<file path="config.mk">
export PLATFORM = sky130hd
export DESIGN_NAME = instr_encoder
export DESIGN_NICKNAME = d
export VERILOG_FILES = /design/src/rtl/instr_encoder.sv
export SDC_FILE = /design/constraint.sdc
export NUM_CORES = 1
export LEC_CHECK = 0
export BUFFER_PORTS_ARGS = -buffer_cell sky130_fd_sc_hd__buf_2
export CAP_MARGIN = 20
export CORE_AREA = 2 2 97 99
export CTS_CLUSTER_DIAMETER = 150
export DETAILED_ROUTE_END_ITERATION = 7
export DIE_AREA = 0 0 99 101
export PLACE_DENSITY = 0.75
export SETUP_SLACK_MARGIN = 0.3
export SLEW_MARGIN = 0
export SYNTH_ARGS = -nofsm -noshare
export SYNTH_HDL_FRONTEND = slang
export SYNTH_SLANG_ARGS = --single-unit
</file>
<file path="constraint.sdc">
create_clock -name clk -period 3.7 [get_ports clk]
set_clock_uncertainty 0.1 [all_clocks]
set_input_delay 0.74 -clock clk [delete_from_list [all_inputs] [get_ports clk]]
set_output_delay 0.74 -clock clk [all_outputs]
set_load 0.01 [all_outputs]
</file>
<file path="src/rtl/instr_encoder.sv">
// RV32I instruction encoder.
// Accepts a bundle of instruction fields, packs them into a 32-bit RV32I word
// according to the requested format, and queues the result in a 2-entry
// in-order FIFO with a valid/ready handshake on both sides. Each queued entry
// carries an illegal flag: it is set for unknown kinds, which are replaced by
// a NOP, and for branch/JAL offsets that are not 2-byte aligned. A 16-bit
// counter tracks completed output handshakes.
module instr_encoder (
    input  logic        clk,
    input  logic        rst_n,
    input  logic        in_valid,
    output logic        in_ready,
    input  logic [2:0]  in_kind,
    input  logic [4:0]  in_rd,
    input  logic [4:0]  in_rs1,
    input  logic [4:0]  in_rs2,
    input  logic [2:0]  in_funct3,
    input  logic [6:0]  in_funct7,
    input  logic [31:0] in_imm,
    output logic        out_valid,
    input  logic        out_ready,
    output logic [31:0] out_instr,
    output logic        out_illegal,
    output logic [15:0] instr_count
);

    // Request kinds
    localparam logic [2:0] KIND_LOAD   = 3'd0;
    localparam logic [2:0] KIND_STORE  = 3'd1;
    localparam logic [2:0] KIND_RTYPE  = 3'd2;
    localparam logic [2:0] KIND_BRANCH = 3'd3;
    localparam logic [2:0] KIND_IALU   = 3'd4;
    localparam logic [2:0] KIND_JAL    = 3'd5;

    // Major opcodes
    localparam logic [6:0] OP_LOAD   = 7'b0000011;
    localparam logic [6:0] OP_STORE  = 7'b0100011;
    localparam logic [6:0] OP_RTYPE  = 7'b0110011;
    localparam logic [6:0] OP_BRANCH = 7'b1100011;
    localparam logic [6:0] OP_IALU   = 7'b0010011;
    localparam logic [6:0] OP_JAL    = 7'b1101111;

    // addi x0, x0, 0
    localparam logic [31:0] NOP_INSTR = 32'h0000_0013;

    // I-type: imm[11:0] | rs1 | funct3 | rd | opcode
    function automatic logic [31:0] enc_i_type(input logic [31:0] imm,
                                               input logic [4:0]  rs1,
                                               input logic [2:0]  f3,
                                               input logic [4:0]  rd,
                                               input logic [6:0]  opcode);
        return {imm[11:0], rs1, f3, rd, opcode};
    endfunction

    // S-type: imm[11:5] | rs2 | rs1 | funct3 | imm[4:0] | opcode
    function automatic logic [31:0] enc_s_type(input logic [31:0] imm,
                                               input logic [4:0]  rs2,
                                               input logic [4:0]  rs1,
                                               input logic [2:0]  f3);
        return {imm[11:5], rs2, rs1, f3, imm[4:0], OP_STORE};
    endfunction

    // R-type: funct7 | rs2 | rs1 | funct3 | rd | opcode
    function automatic logic [31:0] enc_r_type(input logic [6:0] f7,
                                               input logic [4:0] rs2,
                                               input logic [4:0] rs1,
                                               input logic [2:0] f3,
                                               input logic [4:0] rd);
        return {f7, rs2, rs1, f3, rd, OP_RTYPE};
    endfunction

    // B-type: the scrambled 13-bit offset; bit 0 is implicit zero
    function automatic logic [31:0] enc_b_type(input logic [31:0] imm,
                                               input logic [4:0]  rs2,
                                               input logic [4:0]  rs1,
                                               input logic [2:0]  f3);
        return {imm[12], imm[10:5], rs2, rs1, f3, imm[4:1], imm[11], OP_BRANCH};
    endfunction

    // J-type: the scrambled 21-bit offset; bit 0 is implicit zero
    function automatic logic [31:0] enc_j_type(input logic [31:0] imm,
                                               input logic [4:0]  rd);
        return {imm[20], imm[10:1], imm[11], imm[19:12], rd, OP_JAL};
    endfunction

    // Upper immediate bits are never part of any format; they are dropped on purpose.
    logic unused_imm_hi;
    assign unused_imm_hi = ^in_imm[31:21];

    // Encoder output for the current request
    logic [31:0] enc_instr;
    logic        enc_illegal;

    // FIFO storage (data only, not reset) and control state
    logic [31:0] instr_q [2];
    logic [1:0]  illegal_q;
    logic        wr_ptr_q, wr_ptr_d;
    logic        rd_ptr_q, rd_ptr_d;
    logic [1:0]  count_q, count_d;
    logic [15:0] instr_count_q, instr_count_d;

    logic push;
    logic pop;

    // Select the instruction format from the request kind and flag bad requests
    always_comb begin
        enc_instr   = NOP_INSTR;
        enc_illegal = 1'b0;
        case (in_kind)
            KIND_LOAD:   enc_instr = enc_i_type(in_imm, in_rs1, in_funct3, in_rd, OP_LOAD);
            KIND_STORE:  enc_instr = enc_s_type(in_imm, in_rs2, in_rs1, in_funct3);
            KIND_RTYPE:  enc_instr = enc_r_type(in_funct7, in_rs2, in_rs1, in_funct3, in_rd);
            KIND_BRANCH: begin
                enc_instr   = enc_b_type(in_imm, in_rs2, in_rs1, in_funct3);
                enc_illegal = in_imm[0];
            end
            KIND_IALU:   enc_instr = enc_i_type(in_imm, in_rs1, in_funct3, in_rd, OP_IALU);
            KIND_JAL: begin
                enc_instr   = enc_j_type(in_imm, in_rd);
                enc_illegal = in_imm[0];
            end
            default: begin
                enc_instr   = NOP_INSTR;
                enc_illegal = 1'b1;
            end
        endcase
    end

    // Handshakes: in_ready depends only on stored occupancy, so a same-cycle
    // pop never opens a slot in a full FIFO.
    assign in_ready  = (count_q != 2'd2);
    assign out_valid = (count_q != 2'd0);
    assign push      = in_valid & in_ready;
    assign pop       = out_valid & out_ready;

    // Head entry is masked to zero whenever the FIFO is empty
    assign out_instr   = out_valid ? instr_q[rd_ptr_q]   : 32'h0;
    assign out_illegal = out_valid ? illegal_q[rd_ptr_q] : 1'b0;
    assign instr_count = instr_count_q;

    // Next-state for pointers, occupancy and the handshake counter
    always_comb begin
        wr_ptr_d      = wr_ptr_q;
        rd_ptr_d      = rd_ptr_q;
        count_d       = count_q;
        instr_count_d = instr_count_q;
        if (push) begin
            wr_ptr_d = ~wr_ptr_q;
        end
        if (pop) begin
            rd_ptr_d      = ~rd_ptr_q;
            instr_count_d = instr_count_q + 16'd1;
        end
        if (push && !pop) begin
            count_d = count_q + 2'd1;
        end else if (pop && !push) begin
            count_d = count_q - 2'd1;
        end
    end

    // Control registers; reset empties the FIFO and clears the counter at once
    always_ff @(posedge clk or negedge rst_n) begin
        if (!rst_n) begin
            wr_ptr_q      <= 1'b0;
            rd_ptr_q      <= 1'b0;
            count_q       <= 2'd0;
            instr_count_q <= 16'd0;
        end else begin
            wr_ptr_q      <= wr_ptr_d;
            rd_ptr_q      <= rd_ptr_d;
            count_q       <= count_d;
            instr_count_q <= instr_count_d;
        end
    end

    // FIFO storage write; contents are only visible through the occupancy mask
    always_ff @(posedge clk) begin
        if (push) begin
            instr_q[wr_ptr_q]   <= enc_instr;
            illegal_q[wr_ptr_q] <= enc_illegal;
        end
    end

endmodule

</file>
* Word level (Yosys, flattened, before mapping)
Memories as Yosys holds them, arrays and structs flattened.
Index checks and enable logic that the tools add are counted.
** Word-level totals
- Register bits :: 22
- RAM bits :: 64
- Input port bits :: 64
- Output and inout port bits :: 51
- Logic and storage cells :: 45
- Memories kept :: 1
** Cells by class
- Add/subtract/negate cells :: 3
- $lt $le $gt $ge :: 3
- Equal/unequal tests :: 6
- Muxes and demuxes :: 13
- Bitwise logic cells :: 4
- Reductions and logical operators :: 10
** Memories
- instr_q :: depth 2, width 32, rd ports 1, clocked after Yosys merged registers in 0, write ports 1, RTL line 95 : logic [31:0] instr_q [2];
** Operators with widths (count)
- case mux 32 bit (6 select lines) :: 1
- two-way mux 32 bit :: 1
- adder 16 x 1 -> 16 bit (second input constant) :: 1
- == test 3 x 2 -> 1 bit (second input constant) :: 2
- == test 3 bit (second input constant) :: 2
- two-way mux 1 bit :: 6
- < comparator 1 x 2 -> 1 bit (second input constant) :: 2
- two-way mux 2 bit :: 2
- nonzero test 2 bit :: 2
- OR reduction 4 bit :: 1
- == test 3 x 1 -> 1 bit (second input constant) :: 1
- logical AND 1 bit :: 3
- zero test 3 bit :: 1
- adder 2 x 1 -> 2 bit (second input constant) :: 1
- bitwise AND 1 bit :: 2
- bitwise mux 2 bit :: 1
- zero test 1 bit :: 2
- != test 2 bit (second input constant) :: 1
- NOT 1 bit :: 2
- case mux 1 bit (2 select lines) :: 1
- OR reduction 2 bit :: 1
- subtractor 2 x 1 -> 2 bit (second input constant) :: 1
- demux 1 bit (select 1 bit) :: 1
- greater-or-equal comparator 1 bit (second input constant) :: 1

* Longest topological paths before layout
- Depth in word-level cells :: 6
- Gate-level depth with buffers :: 8
- Depth with buffers taken out :: 7

* Least setup slack after synthesis
OpenSTA, ideal clock, no wires.
- Kind :: in2reg
- Start :: in in_valid
- End :: reg illegal_q[0] (enable)
- Library setup time :: 0.417 ns
- Arrival time :: 2.101 ns
- Data required time :: 3.183 ns
- Setup slack :: 1.082 ns
- Cell stages on the path :: 2
- Buffers on the path :: 0
- Cell sequence :: nand2_1 -> nor2_1
** Between the ends
- Cells in the longest elaborated chain, start to end :: 1
** Ends and longest elaborated chain
- from (decl) :: RTL line 11 : input logic in_valid,
- bitwise AND 1 bit :: RTL line 133 : assign push = in_valid & in_ready;
- to (signal, indexed assignment) :: RTL line 180 : illegal_q[wr_ptr_q] <= enc_illegal;
- to (decl) :: RTL line 96 : logic [1:0] illegal_q;
No other way between the ends.
A chain may end at the register's enable or synchronous reset.

* Worst setup path after layout
- Start :: reg rd_ptr_q
- End :: out out_instr[14]
** Between the ends
- Cells in the longest elaborated chain, start to end :: 2
** Ends and longest elaborated chain
- from (decl) :: RTL line 98 : logic rd_ptr_q, rd_ptr_d;
- from (signal assigned) :: RTL line 170 : rd_ptr_q <= rd_ptr_d;
- memory read (2 x 32 bit)
- two-way mux 32 bit :: RTL line 137 : assign out_instr = out_valid ? instr_q[rd_ptr_q] : 32'h0;
- to (decl) :: RTL line 22 : output logic [31:0] out_instr,
No other way between the ends.

==> flow_metrics.py <==
metrics = {
    "floorplan": {
        "floorplan.rows": 35,
        "io_pins": 115,
        "chipWidth_um": 99,
        "design.core.area_um2": 8980,
        "die_footprint_um2": 10000,
        "die-height_um": 101,
        "floorplan.initialDensity": 0.413,
    },
    "timing": {
        "worst_slew_margin_rel": 0.368,
        "final_min_period_over_clock_period": 0.728,
        "report.final.slew_viol_count": 0,
        "setup_viol": 0,
        "worst-slew-pin-transition_ns": 0.949,
        "hold_ws_ns": 0.236,
        "report.final.hold_viol_count": 0,
        "unrepaired_setup_endpoints_after_global_routing": "no",
        "timing.setup.tns_ns": 0,
        "achievable-frequency_mhz": 371,
        "clock_period_minus_final_worst_setup_slack_ns": 2.69,
    },
    "cts": {
        "master_cell_of_the_clock_root_buffer": "clkbuf_8",
        "post_cts_gate_resize_count": 0,
        "post_cts_buffers": 0,
        "cts.reportedPaths.clkPinSlew_ns": 0.08,
        "cts.path.max_buffers": 2,
        "tritoncts": "built",
        "hold_fix_buffer_count_after_cts": 0,
        "number_of_clock_buffers_inserted_by_tritoncts": 9,
        "insertion_delay_ns": 0.33,
        "cts.sink_count": 80,
        "htree_num_levels": 3,
    },
    "layout": {
        "design.final.nets": 452,
        "share_of_final_layout_standard_cells_stronger_than_drive_strength_1": 0.338,
        "multi_input_area_um2": 1280,
        "instances_no_fill": 502,
        "num-fill-cells": 793,
        "postLayoutCoreUtil": 0.503,
        "syn_to_final_growth_pct": 22.0,
        "insertedDiodeCount": 0,
        "register_area_um2": 2300,
    },
    "worst_setup_path": {
        "cp_data_arrival_time_ns": 1.85,
        "crit_required_ns": 2.86,
        "worst_r2r_endpoint": "instr_q[0][16]",
        "reg2reg_slack_ns": 1.68,
        "timing.critical_path.fanout_max": 31,
        "worst_r2r_path_depth": 3,
        "timing.critical_path.cells": "mux2i_1, nor2_1, buf_2",
        "timing.critical_path.from_type": "flip-flop",
        "critical_path.top_delay_family": "flip-flops",
        "critical_path_buf_inv_count": 1,
        "worst_setup_path_end_kind": "output port",
        "cpMaxStageDelayCell": "dfrtp_2",
        "worst_path_largest_cell_delay_ns": 1.00,
        "crit_type": "reg -> out",
        "reg2reg_from": "count_q[0]",
    },
    "global_route": {
        "antenna_found_initial": 0,
        "global_route.usage.total": 0.165,
        "number_of_global_route_vias_before_repair": 2548,
        "global_route.overflow_total": 0,
        "grt_first_pass_wirelength_mm": 12.8,
        "grt_max_degree": 32,
    },
    "placement": {
        "place_congestion": 0.782,
        "port_buffers": 103,
        "post-place-cells": 486,
        "dp.final_hpwl_mm": 5.45,
    },
    "synthesis": {
        "dominantRegCellSynth": "edfxtp_1",
        "synth_edf_count": 60,
        "syn-cell-area_um2": 3700,
        "netlist_instances": 289,
        "syn_nets": 355,
        "synth_seq_cells": 80,
        "unique_cell_type_count_in_the_yosys_netlist": 34,
        "syn_avg_cell_area_um2": 12.8,
        "synth-async-reset-ratio": 0.250,
        "yosys_warnings": 0,
        "yosysSeqAreaShare": 0.621,
    },
    "route": {
        "initialDrtViolationCount": 102,
        "post_route_drc": 0,
        "drt-total-wl_mm": 8.11,
        "dr_total_vias": 2642,
        "drt_first_pass_iters": 4,
        "via_per_inst": 5.26,
        "wire_per_inst_um": 16.1,
        "drtAntennaViolNets": 0,
    },
    "status": {
        "run_status": "finished, final reports clean",
    },
    "pwr": {
        "vdd_drop_max_mv": 0.322,
        "p_leak_nw": 1.97,
        "p_total_mw": 3.25,
        "p_per_area_nw_per_um2": 718,
    },
    "worst_hold_path": {
        "worstHoldPathType": "in -> async",
    },
    "job": {
        "max_cap_viol_count": 0,
    },
}
worst max path at each step:
| stage | from | to | slack [ns] | cells past startpoint |
|---|---|---|---|---|
| floorplan | in_valid | illegal_q[0] | 1.08 | 2 |
| global placement | in_kind[0] | instr_q[0][19] | 1.31 | 5 |
| detailed placement | in_kind[0] | instr_q[1][19] | 1.23 | 5 |
| CTS | rd_ptr_q | out_instr[5] | 0.97 | 3 |
| global route | rd_ptr_q | out_instr[31] | 0.87 | 3 |
| finish | rd_ptr_q | out_instr[14] | 1.01 | 3 |
registers in the layout, indices dropped and copies added (netlist names):
signal and flops:
instr_q 58, illegal_q 2, wr_ptr_q 1, instr_count 16, count_q 2, rd_ptr_q 1
per-layer routing:
layer / share of wire / up-vias / global-route usage
met5: 0 / - / 0
met4: 0.0097 / 0 / 0.0590
met3: 0.053 / 9 / 0.0361
met2: 0.49 / 90 / 0.272
met1: 0.45 / 1289 / 0.217
li1: - / 1254 / -
per-stage QoR:
stage	cell area (µm²)	setup WS, ns
detailed placement	4280	1.23
floorplan	3700	1.08
CTS	4520	0.970
global route	4520	0.868
global placement	4280	1.31
finish	4520	1.01
worst register-to-register path, stage by stage (launching register included):
cell and delay, ns:
dfrtp_1 0.49, or2b_2 0.18, nand2_1 0.12, nor2_4 0.73
cell families (layout without fill, tap and decap cells):
group           count (synthesis)  in the layout  synth area share
flops                          80             80             0.621
simple gates                   74             74            0.0902
compound gates                 51             51             0.102
mux                            36             36            0.0976
buf+inv                        26            128            0.0344
xor+xnor                       20             20            0.0473
fa+ha+maj                       2              2           0.00675
placed cells by master, fill, tap and decap left out, types with 3 or more instances in the layout:
cell type and n:
a21oi_1 3, nand3_1 7, o2bb2ai_1 13, mux2i_1 35, o21ai_0 8, edfxtp_1 60, bufinv_16 3, clkbuf_8 9
buf_2 103, xor2_1 5, and3_1 4, a22oi_1 15, nor2_2 4, inv_1 7, nor2_1 39, a22o_1 4
dfrtp_1 19, nand2_1 12, xnor2_1 15
Yosys cell counts (2+ instances only):
library cell / number / share of area
buf_4: 6 / 0.012
a22oi_1: 15 / 0.030
dfrtp_1: 20 / 0.14
mux2i_1: 35 / 0.095
clkbuf_1: 7 / 0.0071
nor2_2: 3 / 0.0051
nand3_1: 7 / 0.0095
buf_2: 6 / 0.0081
a221oi_1: 2 / 0.0047
xor2_1: 5 / 0.012
a21oi_1: 3 / 0.0041
nand4_1: 2 / 0.0034
edfxtp_1: 60 / 0.49
xnor2_1: 15 / 0.035
nor2_1: 41 / 0.042
nand2_1: 12 / 0.012
inv_1: 7 / 0.0071
a22o_1: 4 / 0.0095
o21ai_0: 8 / 0.011
ha_1: 2 / 0.0068
o2bb2ai_1: 13 / 0.031
and3_1: 4 / 0.0068
where the power goes:
group          internal (mW)  switching [mW]
sequential              1.22           0.193
clock                  0.446           0.306
combinational          0.466           0.613
layout make-up:
class | count | area share
Clock buffer | 10 | 0.0282
Multi-Input combinational cell | 183 | 0.284
Timing Repair Buffer | 105 | 0.117
Clock inverter | 6 | 0.0238
Tap cell | 111 | 0.0307
Sequential cell | 80 | 0.510
Inverter | 7 | 0.00581
No activity file was read; power rests on OpenSTA's default activity.
